===== src/rtl/vga_fill_pkg.sv =====
// vga_fill_pkg: shared constants, register map and FSM states for the rectangle fill engine.
package vga_fill_pkg;
    localparam int H_RES_DEF = 640;
    localparam int V_RES_DEF = 480;
    localparam logic [2:0] REG_X0     = 3'd0;
    localparam logic [2:0] REG_Y0     = 3'd1;
    localparam logic [2:0] REG_W      = 3'd2;
    localparam logic [2:0] REG_H      = 3'd3;
    localparam logic [2:0] REG_FILL   = 3'd4;
    localparam logic [2:0] REG_CTRL   = 3'd5;
    localparam logic [2:0] REG_STATUS = 3'd6;
    localparam int CTRL_START = 0;
    localparam int CTRL_ABORT = 1;
    localparam int ST_BUSY    = 0;
    localparam int ST_DONE    = 1;
    localparam int ST_ERROR   = 2;
    localparam int ST_ABORTED = 3;
    localparam int ST_IRQ_EN  = 4;
    typedef enum logic [1:0] {IDLE, CHECK, WRITE, DONE} state_t;
endpackage


===== src/rtl/vga_fill_addr_gen.sv =====
// vga_fill_addr_gen: row-major pixel walker; row_base accumulates H_RES per row so only
// the initial Y0*H_RES needs a multiply.
module vga_fill_addr_gen
    import vga_fill_pkg::*;
#(
    parameter int H_RES  = H_RES_DEF,
    parameter int ADDR_W = 19
) (
    input  logic              clk,
    input  logic              rst_n,
    input  logic              init,
    input  logic              accept,
    input  logic [9:0]        x0,
    input  logic [9:0]        y0,
    input  logic [10:0]       w,
    input  logic [9:0]        h,
    output logic [ADDR_W-1:0] address,
    output logic              last
);
    logic [10:0]       col;
    logic [9:0]        row;
    logic [ADDR_W-1:0] row_base;
    logic              row_end;

    assign row_end = col == w - 11'd1;
    assign last    = row_end && (row == h - 10'd1);
    assign address = row_base + ADDR_W'(x0) + ADDR_W'(col);

    always_ff @(posedge clk or negedge rst_n) begin
        if (!rst_n) begin
            col      <= '0;
            row      <= '0;
            row_base <= '0;
        end else if (init) begin
            col      <= '0;
            row      <= '0;
            row_base <= ADDR_W'(y0) * ADDR_W'(H_RES);
        end else if (accept) begin
            col      <= row_end ? 11'd0 : col + 11'd1;
            row      <= row_end ? row + 10'd1 : row;
            row_base <= row_end ? row_base + ADDR_W'(H_RES) : row_base;
        end
    end
endmodule


===== src/rtl/vga_rect_fill.sv =====
// vga_rect_fill: Avalon-MM rectangle fill engine, one master write per pixel, row-major.
// Optional done interrupt (irq port, STATUS irq_en bit) when VGA_FILL_IRQ_EN is defined.
module vga_rect_fill
    import vga_fill_pkg::*;
#(
    parameter int H_RES  = H_RES_DEF,
    parameter int V_RES  = V_RES_DEF,
    parameter int ADDR_W = 19,
    parameter int DATA_W = 16
) (
    input  logic              avs_s1_clk_iCLK,
    input  logic              avs_s1_reset_n_iRST_N,
    input  logic [2:0]        avs_s1_address,
    input  logic [DATA_W-1:0] avs_s1_writedata,
    output logic [DATA_W-1:0] avs_s1_readdata,
    input  logic              avs_s1_write,
    input  logic              avs_s1_read,
    input  logic              avs_s1_chipselect,
    output logic [ADDR_W-1:0] avm_m1_address,
    output logic [DATA_W-1:0] avm_m1_writedata,
    output logic              avm_m1_write,
    input  logic              avm_m1_waitrequest
`ifdef VGA_FILL_IRQ_EN
    ,
    output logic              irq
`endif
);
    state_t            state;
    logic [9:0]        x0_r, y0_r, h_r, wx0, wy0, wh;
    logic [10:0]       w_r, ww;
    logic [DATA_W-1:0] fill_r, wfill, rd_mux;
    logic              done, error, aborted, irq_en, abort_pend;
    logic              wr, rd, busy, accept, last, start_req, abort_req;

    assign wr               = avs_s1_chipselect & avs_s1_write;
    assign rd               = avs_s1_chipselect & avs_s1_read;
    assign start_req        = wr && avs_s1_address == REG_CTRL && avs_s1_writedata[CTRL_START];
    assign abort_req        = wr && avs_s1_address == REG_CTRL && avs_s1_writedata[CTRL_ABORT];
    assign busy             = state == CHECK || state == WRITE;
    assign accept           = avm_m1_write & ~avm_m1_waitrequest;
    assign avm_m1_writedata = wfill;

    assign rd_mux = avs_s1_address == REG_X0     ? DATA_W'(x0_r) :
                    avs_s1_address == REG_Y0     ? DATA_W'(y0_r) :
                    avs_s1_address == REG_W      ? DATA_W'(w_r) :
                    avs_s1_address == REG_H      ? DATA_W'(h_r) :
                    avs_s1_address == REG_FILL   ? fill_r :
                    avs_s1_address == REG_STATUS ? DATA_W'({irq_en, aborted, error, done, busy}) :
                    '0;

`ifndef VGA_FILL_IRQ_EN
    assign irq_en = 1'b0;
`endif

    vga_fill_addr_gen #(.H_RES(H_RES), .ADDR_W(ADDR_W)) u_addr_gen (
        .clk     (avs_s1_clk_iCLK),
        .rst_n   (avs_s1_reset_n_iRST_N),
        .init    (state == CHECK),
        .accept  (accept),
        .x0      (wx0),
        .y0      (wy0),
        .w       (ww),
        .h       (wh),
        .address (avm_m1_address),
        .last    (last)
    );

    // Status clears come first so a DONE entry on the same edge wins.
    always_ff @(posedge avs_s1_clk_iCLK or negedge avs_s1_reset_n_iRST_N) begin
        if (!avs_s1_reset_n_iRST_N) begin
            state           <= IDLE;
            avs_s1_readdata <= '0;
            avm_m1_write    <= 1'b0;
            {x0_r, y0_r, h_r, wx0, wy0, wh} <= '0;
            {w_r, ww}       <= '0;
            {fill_r, wfill} <= '0;
            {done, error, aborted, abort_pend} <= '0;
`ifdef VGA_FILL_IRQ_EN
            irq_en <= 1'b0;
            irq    <= 1'b0;
`endif
        end else begin
            if (rd)
                avs_s1_readdata <= rd_mux;
            if (wr)
                case (avs_s1_address)
                    REG_X0:   x0_r   <= avs_s1_writedata[9:0];
                    REG_Y0:   y0_r   <= avs_s1_writedata[9:0];
                    REG_W:    w_r    <= avs_s1_writedata[10:0];
                    REG_H:    h_r    <= avs_s1_writedata[9:0];
                    REG_FILL: fill_r <= avs_s1_writedata;
                    REG_STATUS: begin
                        {done, error, aborted} <= '0;
`ifdef VGA_FILL_IRQ_EN
                        irq_en <= avs_s1_writedata[ST_IRQ_EN];
`endif
                    end
                    default: ;
                endcase
            if (abort_req && busy)
                abort_pend <= 1'b1;
            case (state)
                IDLE: if (start_req) begin
                    {wx0, wy0, ww, wh, wfill} <= {x0_r, y0_r, w_r, h_r, fill_r};
                    state <= CHECK;
                end
                CHECK: if (ww == 11'd0 || wh == 10'd0) begin
                    done  <= 1'b1;
                    state <= DONE;
                end else if (12'(wx0) + 12'(ww) > 12'(H_RES) || 12'(wy0) + 12'(wh) > 12'(V_RES)) begin
                    done  <= 1'b1;
                    error <= 1'b1;
                    state <= DONE;
                end else begin
                    avm_m1_write <= 1'b1;
                    state        <= WRITE;
                end
                WRITE: if (accept && (last || abort_pend)) begin
                    avm_m1_write <= 1'b0;
                    done         <= 1'b1;
                    if (abort_pend)
                        aborted <= 1'b1;
                    state <= DONE;
                end
                DONE: begin
                    abort_pend <= 1'b0;
                    state      <= IDLE;
                end
                default: state <= IDLE;
            endcase
`ifdef VGA_FILL_IRQ_EN
            irq <= done & irq_en;
`endif
        end
    end
endmodule


===== config.mk =====
export PLATFORM = sky130hd
export DESIGN_NAME = vga_rect_fill
export DESIGN_NICKNAME = d
export VERILOG_FILES = /design/src/rtl/vga_fill_pkg.sv /design/src/rtl/vga_fill_addr_gen.sv /design/src/rtl/vga_rect_fill.sv
export SDC_FILE = /design/constraint.sdc
export NUM_CORES = 1
export LEC_CHECK = 0
export ABC_CLOCK_PERIOD_IN_PS = 3450
export BUFFER_PORTS_ARGS = -buffer_cell sky130_fd_sc_hd__clkbuf_2
export CORE_MARGIN = 2
export CORE_UTILIZATION = 45
export DETAILED_ROUTE_END_ITERATION = 12
export GPL_ROUTABILITY_DRIVEN = 0
export HOLD_SLACK_MARGIN = 0.12
export PLACE_DENSITY = 0.73
export REMOVE_ABC_BUFFERS = 1
export SLEW_MARGIN = 20
export SYNTH_ARGS = -nofsm -noshare
export SYNTH_HDL_FRONTEND = slang
export SYNTH_HIERARCHICAL = 1
export SYNTH_SLANG_ARGS = --single-unit

===== constraint.sdc =====
create_clock -name avs_s1_clk_iCLK -period 3.45 [get_ports avs_s1_clk_iCLK]
set_input_delay 0.345 -clock avs_s1_clk_iCLK [delete_from_list [all_inputs] [get_ports avs_s1_clk_iCLK]]
set_output_delay 0.345 -clock avs_s1_clk_iCLK [all_outputs]
set_load 0.005 [all_outputs]

## Yosys cells after proc, flatten, opt, wreduce, memory -nomap -nowiden

Index checks and enable logic that the tools add are counted.
Widths: inputs -> output; s select.

- Register bits after elaboration: 177
- Input port bits: 25
- Output and inout bits: 52
- Logic and storage cells: 120

- $add $sub $neg: 9
- Multiply operators: 1
- Magnitude comparators: 2
- Eq/ne operators: 15
- Muxes and demuxes: 42
- Bitwise operators: 4
- Reductions and logical operators: 27

Operators by type and width:

| cell | count |
|---|---|
| $mux 16 | 5 |
| $mux 19 | 3 |
| $mux 11 | 3 |
| $mux 10 | 3 |
| $mux 1 | 22 |
| $add 19x10->19 | 1 |
| $add 19x10->19 const B | 1 |
| $add 19x11->19 | 1 |
| $reduce_and 2->1 | 8 |
| $add 10x11->12 | 1 |
| $gt 12x10->1 const B | 1 |
| $mul 10x3->12 const B | 1 |
| $add 10x10->11 | 1 |
| $add 11x1->11 const B | 1 |
| $eq 11x11->1 | 1 |
| $gt 11x9->1 const B | 1 |
| $logic_not 11->1 | 1 |
| $sub 11x1->11 const B | 1 |
| $add 10x1->10 const B | 1 |
| $eq 10x10->1 | 1 |
| $logic_not 10->1 | 1 |
| $sub 10x1->10 const B | 1 |
| $eq 3x3->1 const B | 3 |
| $pmux 2 s4 | 1 |
| 17 further kinds | 36 |

## Longest topological paths before layout

Gate-level depths: netlist (run 1).

- Word-level depth: 8
- Gate-level depth with buffers: 12
- Depth with buffers taken out: 12

## Cells and area by module

The synthesis (run 1) kept the hierarchy.

By module, submodules not included:

| module | instances | cells an instance | area an instance (µm²) | sequential area each (µm²) |
|---|---|---|---|---|
| vga_rect_fill | 1 | 565 | 6,691.4 | 3,428.3 |
| vga_fill_addr_gen | 1 | 421 | 3,606.0 | 825.8 |

## Worst setup path after synthesis (run 1)

Ideal clock, no wire load.

- Kind: reg2reg
- From: register ww[1]
- To: register state[0]
- Library setup time: 0.124 ns
- Data arrival time: 2.899 ns
- Required time: 3.326 ns
- Slack: 0.427 ns
- Stages on the path, launching flop included: 12
- Path buffers: 1
- Period minus slack after synthesis: 3.023 ns
- Cell sequence: dfrtp_1 > or3_1 > clkbuf_2 > o31ai_1 > nand4_1 > a2111oi_4 > nand3_1 > nor4_1 > o21ai_0 > a22o_1 > and2_1 > a211o_1

- Longest elaborated chain between the ends: 7
- Elaborated cells on any way between the ends: 15
- Those cells by class: 2 x add/sub; 1 x order compare; 2 x eq/ne; 3 x mux; 7 x reduce/logical

RTL lines:

| what | RTL line | text |
|---|---|---|
| from (decl) | vga_rect_fill.sv:30 | `logic [10:0] w_r, ww;` |
| from (signal assigned) | vga_rect_fill.sv:104 | `{wx0, wy0, ww, wh, wfill} <= {x0_r, y0_r, w_r, h_r, fill_r};` |
| $sub 11x1->11 | vga_fill_addr_gen.sv:25 | `assign row_end = col == w - 11'd1;` |
| $eq 11x11->1 | vga_fill_addr_gen.sv:25 |  |
| $logic_and 1x1->1 | vga_fill_addr_gen.sv:26 | `assign last = row_end && (row == h - 10'd1);` |
| via last | vga_rect_fill.sv:33 | `logic wr, rd, busy, accept, last, start_req, abort_req;` |
| $logic_or 1x1->1 | vga_rect_fill.sv:118 | `WRITE: if (accept && (last \|\| abort_pend)) begin` |
| $logic_and 1x1->1 | vga_rect_fill.sv:118 |  |
| $ne 2x1->1 (no line) | -- |  |
| $reduce_and 2->1 (no line) | -- |  |
| to (signal assigned) | vga_rect_fill.sv:116 | `state <= WRITE;` |
| to (signal assigned) | vga_rect_fill.sv:123 | `state <= DONE;` |
| to (signal assigned) | vga_rect_fill.sv:127 | `state <= IDLE;` |
| to (decl) | vga_rect_fill.sv:28 | `state_t state;` |

The timed path passes the listed nets, and every way through them passes these cells.
A chain may end at the register's enable or synchronous reset.

## Worst setup path in the final report (run 1)

- From: register wx0[2]
- To: output avm_m1_address[16]

- Longest elaborated chain between the ends: 2

RTL lines:

| what | RTL line | text |
|---|---|---|
| from (decl) | vga_rect_fill.sv:29 | `logic [9:0] x0_r, y0_r, h_r, wx0, wy0, wh;` |
| from (signal assigned) | vga_rect_fill.sv:104 |  |
| $add 19x10->19 | vga_fill_addr_gen.sv:27 | `assign address = row_base + ADDR_W'(x0) + ADDR_W'(col);` |
| $add 19x11->19 | vga_fill_addr_gen.sv:27 |  |
| to (decl) | vga_rect_fill.sv:19 | `output logic [ADDR_W-1:0] avm_m1_address,` |

No other way between the ends.

==> results of run 1 <==
==> worst reg2reg max path, delay by kind of cell, from the launching register on <==
family	cells	cell delay, ns
DFF	1	0.45
xor gates and xnor gates	1	0.20
and+or+nand+nor	5	1.56
AOI/OAI and AO/OA	4	0.90
==> kinds of logic (layout without fill, tap and decap cells) <==
family / after synthesis / in the layout / synth area share
AND/OR/NAND/NOR: 272 / 272 / 0.142
AO/OA/AOI/OAI: 219 / 219 / 0.141
multiplexers: 123 / 123 / 0.133
adder cells (fa/ha/maj): 72 / 72 / 0.0926
XOR/XNOR: 61 / 61 / 0.0519
flip-flops: 170 / 170 / 0.413
buffers and inverters: 69 / 170 / 0.0262
==> what timing repair did <==
action                                 in CTS  in global routing
hold buffers                                1                  0
setup buffers                               0                  7
resized for setup                           4                 27
pin swaps                                   0                  7
setup endpoints to repair                   6                  9
endpoints found under the hold margin      83                  0
==> cell type report <==
cell class | count | area, sq um
timing repair buffer | 106 | 639
clock buffer | 17 | 425
sequential | 170 | 4270
clock inverter | 14 | 158
inverter | 33 | 124
tap | 285 | 357
multi-input combinational | 747 | 5890
fill | 1963 | 10700
==> worst paths after layout <==
| path | startpoint | endpoint | cells past startpoint |
|---|---|---|---|
| worst max-delay path | wx0[2] | avm_m1_address[16] | 10 |
| worst min-delay path | avs_s1_writedata[11] | fill_r[11] | 2 |
| worst max register to register | ww[1] | state[0] | 10 |
| worst min register to register | avs_s1_readdata[0] | avs_s1_readdata[0] | 2 |
| max in group asynchronous | avs_s1_reset_n_iRST_N | wx0[2] | 3 |
| min in group asynchronous | avs_s1_reset_n_iRST_N | u_addr_gen/row_base[12] | 2 |
==> layout by cell type, fill, tap and decap left out, types with 17 or more instances in the layout <==
cell type,Yosys,final
nor3_1,19,18
nand2_1,66,66
xor2_1,30,30
nand3_1,27,26
o21ai_0,61,55
nor2_1,34,34
dfrtp_1,170,161
buf_4,0,27
xnor2_1,31,31
clkbuf_2,1,75
clkbuf_16,0,17
a21oi_1,54,53
ha_1,65,60
mux2_2,112,112
inv_1,32,32
nor2b_1,23,23
nand2b_1,20,20
==> sequential cells by signal, indices dropped and copies added, names as in the netlist, 10 cells and up <==
name                 count
avm_m1_writedata        16
avs_s1_readdata         16
fill_r                  16
u_addr_gen/row_base     12
u_addr_gen/col          11
w_r                     11
ww                      11
h_r                     10
u_addr_gen/row          10
wh                      10
wx0                     10
wy0                     10
x0_r                    10
y0_r                    10
==> power breakdown <==
group	internal, mW	switching, mW
combinational	1.27	1.38
sequential	2.40	0.477
clock	1.02	0.891
total	4.70	2.75
==> stage by stage <==
step	setup WS [ns]	setup TNS [ns]	hold slack, ns	util	power [mW]
final	0.155	0	0.139	0.525	7.45
after global routing	-0.00954	-0.0191	0.126	0.525	7.92
after CTS	-0.0388	-0.0712	0.130	0.518	7.36
after detailed placement	0.164	0	0.450	0.491	5.43
after global placement	0.267	0	0.451	0.491	5.34
after floorplan	0.421	0	0.0494	-	4.59
==> metal layers <==
| metal | wire length (um) | track usage |
|---|---|---|
| met4 | 676 | 0.0756 |
| met5 | 0 | 0 |
| met2 | 11600 | 0.345 |
| met1 | 11700 | 0.299 |
| met3 | 1380 | 0.0351 |
==> results.py, run 1 <==
metrics = {
    "yosys": {
        "synth.top_cell.area_share": 0.413,
        "ys_ff_latch": 170,
        "yosysTopAreaCell": "dfrtp_1",
        "synthTopCellsByCount": "dfrtp_1 (170), mux2_2 (112), nand2_1 (66)",
        "async_flop_share": 1.00,
        "synth_edf_count": 0,
        "yosysMostFrequentCell": "dfrtp_1",
        "synth_area_leaders": "dfrtp_1 (41%), mux2_2 (12%), ha_1 (7.9%), o21ai_0 (3.0%), xnor2_1 (2.6%)",
        "syn_area_per_cell_sq_um": 10.4,
        "ys_warn_count": 6,
        "synthFlopType": "dfrtp_1",
        "synth_cells": 986,
        "synth_area_sq_um": 10300,
        "ys_seq_area_frac": 0.413,
        "synth.distinct_cells": 75,
    },
    "die": {
        "die-area_sq_um": 24100,
        "start_util": 0.456,
        "boundaryPins": 77,
        "core_sq_um": 22600,
        "die_h_um": 155,
        "die_w_um": 155,
        "rows": 55,
    },
    "worst_hold_path": {
        "hold_path_class": "in2reg",
    },
    "worst_setup_path": {
        "worstSetupEndpointType": "primary output",
        "reg2reg_setup_slack_ns": 0.26,
        "crit_type": "reg2out",
        "cp_cell_sequence": "ha_4 -> ha_1 -> a211oi_2 -> o21bai_2 -> o31ai_4 -> o21ai_2 -> o31a_1 -> nand3_1 -> xnor2_1 -> clkbuf_2",
        "crit_fanout": 4,
        "required_ns": 3.11,
        "crit_family": "compound AO/OA/AOI/OAI gates",
        "slowest_delay_ns": 0.44,
        "crit_path_start_kind": "register",
        "critPathBufInv": 1,
        "cpMaxStageDelayCell": "dfrtp_2",
        "critPathArrivalTime_ns": 2.95,
    },
    "sta": {
        "period_minus_slack_ns": 3.29,
        "hold_violations": 0,
        "drv_slew": 0,
        "setup_violations": 0,
        "skew_ns": 0.0115,
        "worst_pin_slew_ns": 0.956,
        "fmax_mhz": 303,
        "min_period_over_period": 0.955,
        "slew_headroom": 0.362,
    },
    "clock_tree": {
        "cts_sinks": 170,
        "ctsHtreeMaxLevel": 4,
        "clock_tree.buffer_depth": 2,
        "cts_root_buf": "clkbuf_16",
        "cts_buffers": 17,
        "cts_tree": "built",
        "clock_latency_ns": 0.43,
        "clkSlewWorstSetupHoldPaths_ns": 0.07,
    },
    "drt": {
        "routed_wl_um": 25400,
        "wire_per_inst_um": 18.5,
        "remaining_drc_errors": 0,
        "vias_per_cell": 5.91,
        "firstDrtPassIters": 5,
        "dr.first_iter.drc_count": 585,
        "ant_nets": 0,
        "vias": 8109,
    },
    "place": {
        "dp_hpwl_um": 18400,
        "place_area_sq_um": 11100,
        "port_buffers": 76,
        "dp.cells": 1333,
    },
    "grt": {
        "grtUsageTotal": 0.216,
        "grt-ovfl-total": 0,
        "grt_pass1_wl_um": 41200,
        "grt_pass1_vias": 7806,
        "antenna_found_initial": 0,
        "grt_max_degree": 86,
    },
    "pwr": {
        "ir_worst_vdd_v": 0.000477,
        "leakage_nw": 5.62,
        "p_per_area_nw_per_um2": 628,
    },
    "final_layout": {
        "antennaDiodeCount": 0,
        "syn_to_final_growth_pct": 15.1,
        "fin_cells": 1372,
        "fin_nets": 1172,
        "final_area_sq_um": 11900,
        "drive_gt1_frac": 0.270,
    },
    "run_status": {
        "outcome": "complete, no violations",
    },
    "job": {
        "cap_violations": 0,
    },
}
(Power assumes the default switching activity.)
==> run 2, diff against run 1 <==
Settings changed: ABC_AREA from default to 1, PLACE_DENSITY 0.73 to 0.72.
==> run 2 against run 1 <==
Total power up 2.7%. Final cell count increased by 30%. Highest routed layer unchanged. Maximum frequency up 1.5%. Global-route usage grew 1.3 points.
==> results.py, run 2 <==
metrics = {
    "place": {
        "dp_hpwl_um": 20200,
        "place_ws_ns": 0.650,
        "place_area_sq_um": 11400,
        "port_buffers": 76,
    },
    "yosys": {
        "synth_area_sq_um": 10700,
        "ys_seq_area_frac": 0.399,
        "ys_ff_latch": 170,
        "synth.top_cell.area_share": 0.399,
        "yosysMostFrequentCell": "nand2_1",
        "synth.distinct_cells": 48,
        "ys_warn_count": 6,
        "synthFlopType": "dfrtp_1",
        "yosysTopAreaCell": "dfrtp_1",
        "synth_edf_count": 0,
        "synth_area_leaders": "dfrtp_1 (40%), nand2_1 (13%), ha_1 (7.6%), o21ai_0 (6.2%), inv_1 (5.8%)",
        "synth_cells": 1378,
        "async_flop_share": 1.00,
        "synthTopCellsByCount": "nand2_1 (361), dfrtp_1 (170), inv_1 (165)",
        "syn_area_per_cell_sq_um": 7.75,
    },
    "drt": {
        "remaining_drc_errors": 0,
        "vias": 9476,
        "dr.first_iter.drc_count": 859,
        "firstDrtPassIters": 6,
        "wire_per_inst_um": 15.3,
        "routed_wl_um": 27300,
        "vias_per_cell": 5.33,
        "ant_nets": 0,
    },
    "worst_setup_path": {
        "critPathBufInv": 1,
        "reg2reg_setup_slack_ns": 0.66,
        "crit_top_cell": "nand2_1",
        "cpMaxStageDelayCell": "fa_1",
        "cp_cell_sequence": "fa_1 -> ha_1 -> nand2_1 -> nor3_1 -> nand3_1 -> a31oi_1 -> nand2_1 -> xor2_1 -> clkbuf_2",
        "worstSetupEndpointType": "primary output",
        "crit_fanout": 5,
        "critPathArrivalTime_ns": 2.90,
        "crit_path_start_kind": "register",
        "crit_family": "adder cells",
        "crit_type": "reg2out",
        "slowest_delay_ns": 0.49,
        "required_ns": 3.11,
    },
    "die": {
        "boundaryPins": 77,
        "start_util": 0.456,
        "die_w_um": 158,
        "die_h_um": 158,
        "core_sq_um": 23400,
        "die-area_sq_um": 25000,
        "rows": 56,
    },
    "worst_hold_path": {
        "hold_path_class": "in2reg",
    },
    "sta": {
        "slew_headroom": 0.359,
        "worst_pin_slew_ns": 0.959,
        "setup_violations": 0,
        "fmax_mhz": 308,
        "fin_setup_tns_ns": 0,
        "min_period_over_period": 0.941,
        "drv_slew": 0,
        "period_minus_slack_ns": 3.25,
        "skew_ns": 0.0134,
        "hold_violations": 0,
        "rsz0062_at_grt": "false",
        "setup_slack_ns": 0.203,
    },
    "final_layout": {
        "fin_nets": 1544,
        "final_area_sq_um": 12000,
        "final_cell_mix": "nand2_1 (361), dfrtp_1 (170), inv_1 (165), o21ai_0 (132), nor2_1 (94)",
        "layout_commonest_cell": "nand2_1",
        "antennaDiodeCount": 0,
        "drive_gt1_frac": 0.114,
        "syn_to_final_growth_pct": 12.3,
    },
    "grt": {
        "grt_pass1_wl_um": 44500,
        "grt_max_degree": 79,
        "grtUsageTotal": 0.229,
        "grt_pass1_vias": 8722,
        "grt-ovfl-total": 0,
        "antenna_found_initial": 0,
    },
    "pwr": {
        "pwr-share-comb": 0.363,
        "p_per_area_nw_per_um2": 638,
        "p_seq_frac": 0.373,
        "leakage_nw": 6.32,
        "p_switching_mw": 3.06,
        "clock_power_share": 0.264,
        "power.share.switching": 0.400,
        "power.total_mw": 7.65,
        "ir_worst_vdd_v": 0.000391,
        "p_int_mw": 4.59,
    },
    "clock_tree": {
        "clock_tree.buffer_depth": 2,
        "cts_root_buf": "clkbuf_16",
        "ctsHtreeMaxLevel": 4,
        "cts-resized-gates": 0,
        "clock_latency_ns": 0.44,
        "clkSlewWorstSetupHoldPaths_ns": 0.07,
        "cts_buffers": 17,
        "cts_tree": "built",
        "cts_sinks": 170,
    },
    "run_status": {
        "outcome": "complete, no violations",
    },
    "job": {
        "cap_violations": 0,
    },
}
## run 2: cells by family (layout without fill, tap and decap cells)
kind of cell	count (synthesis)	in the layout	synth area share
and+or+nand+nor	614	614	0.247
AOI/OAI and AO/OA	236	236	0.120
buffers and inverters	210	292	0.0789
DFF	170	170	0.399
adders and majority gates	72	72	0.0893
xor gates and xnor gates	58	58	0.0476
muxes	18	18	0.0190
## run 2: path summary, 6_finish.rpt
| kind | from | to | depth (start not counted) |
|---|---|---|---|
| max | u_addr_gen/col[9] | avm_m1_address[18] | 9 |
| min | avs_s1_writedata[11] | fill_r[11] | 3 |
| max reg2reg | ww[2] | state[0] | 16 |
| min reg2reg | u_addr_gen/row_base[18] | u_addr_gen/row_base[18] | 2 |
| max in group asynchronous | avs_s1_reset_n_iRST_N | h_r[5] | 3 |
| min in group asynchronous | avs_s1_reset_n_iRST_N | state[0] | 2 |
## run 2: what timing repair did
action                    in CTS  in global routing
hold buffers                   1                  0
hold endpoints to repair      74                  0
buffers inserted               0                  0
## run 2: power by group through the flow
stage / Clock (mW) / Combinational [mW] / Sequential, mW
3_3_place_gp: 0 / 2.70 / 2.86
2_1_floorplan: 0 / 1.97 / 2.73
4_1_cts: 2.05 / 2.79 / 2.84
3_5_place_dp: 0 / 2.77 / 2.87
5_1_grt: 2.13 / 3.20 / 2.91
6_report: 2.02 / 2.78 / 2.85
## run 2: metal layers
metal  up-vias  track usage  routed length, um
met2       310        0.372              12600
met4         0       0.0553                354
li1       4643            -                  -
met1      4502        0.315              12500
met3        21       0.0441               1800
met5         -            0                  0
## run 2: area by class of cell
type,count,area [sq um]
multi-input combinational,998,5590
tap,319,399
fill,2316,11400
clock buffer,19,453
clock inverter,13,156
timing repair buffer,90,494
inverter,170,638
sequential,170,4250
## run 2: worst register-to-register path: cells and delay by family, from the launching register on
family / cells / cell delay [ns]
AO/OA/AOI/OAI: 2 / 0.40
AND/OR/NAND/NOR: 12 / 1.46
flip-flops: 1 / 0.51
buffers and inverters: 2 / 0.30
## run 2: per-stage QoR
step                      utilization  instances  hold WS (ns)
after floorplan                     -       1338        0.0494
after global placement          0.486       1746         0.441
after detailed placement        0.486       1746         0.443
after CTS                       0.512       1779         0.141
after global routing            0.512       1779         0.158
final                           0.512       1779         0.151
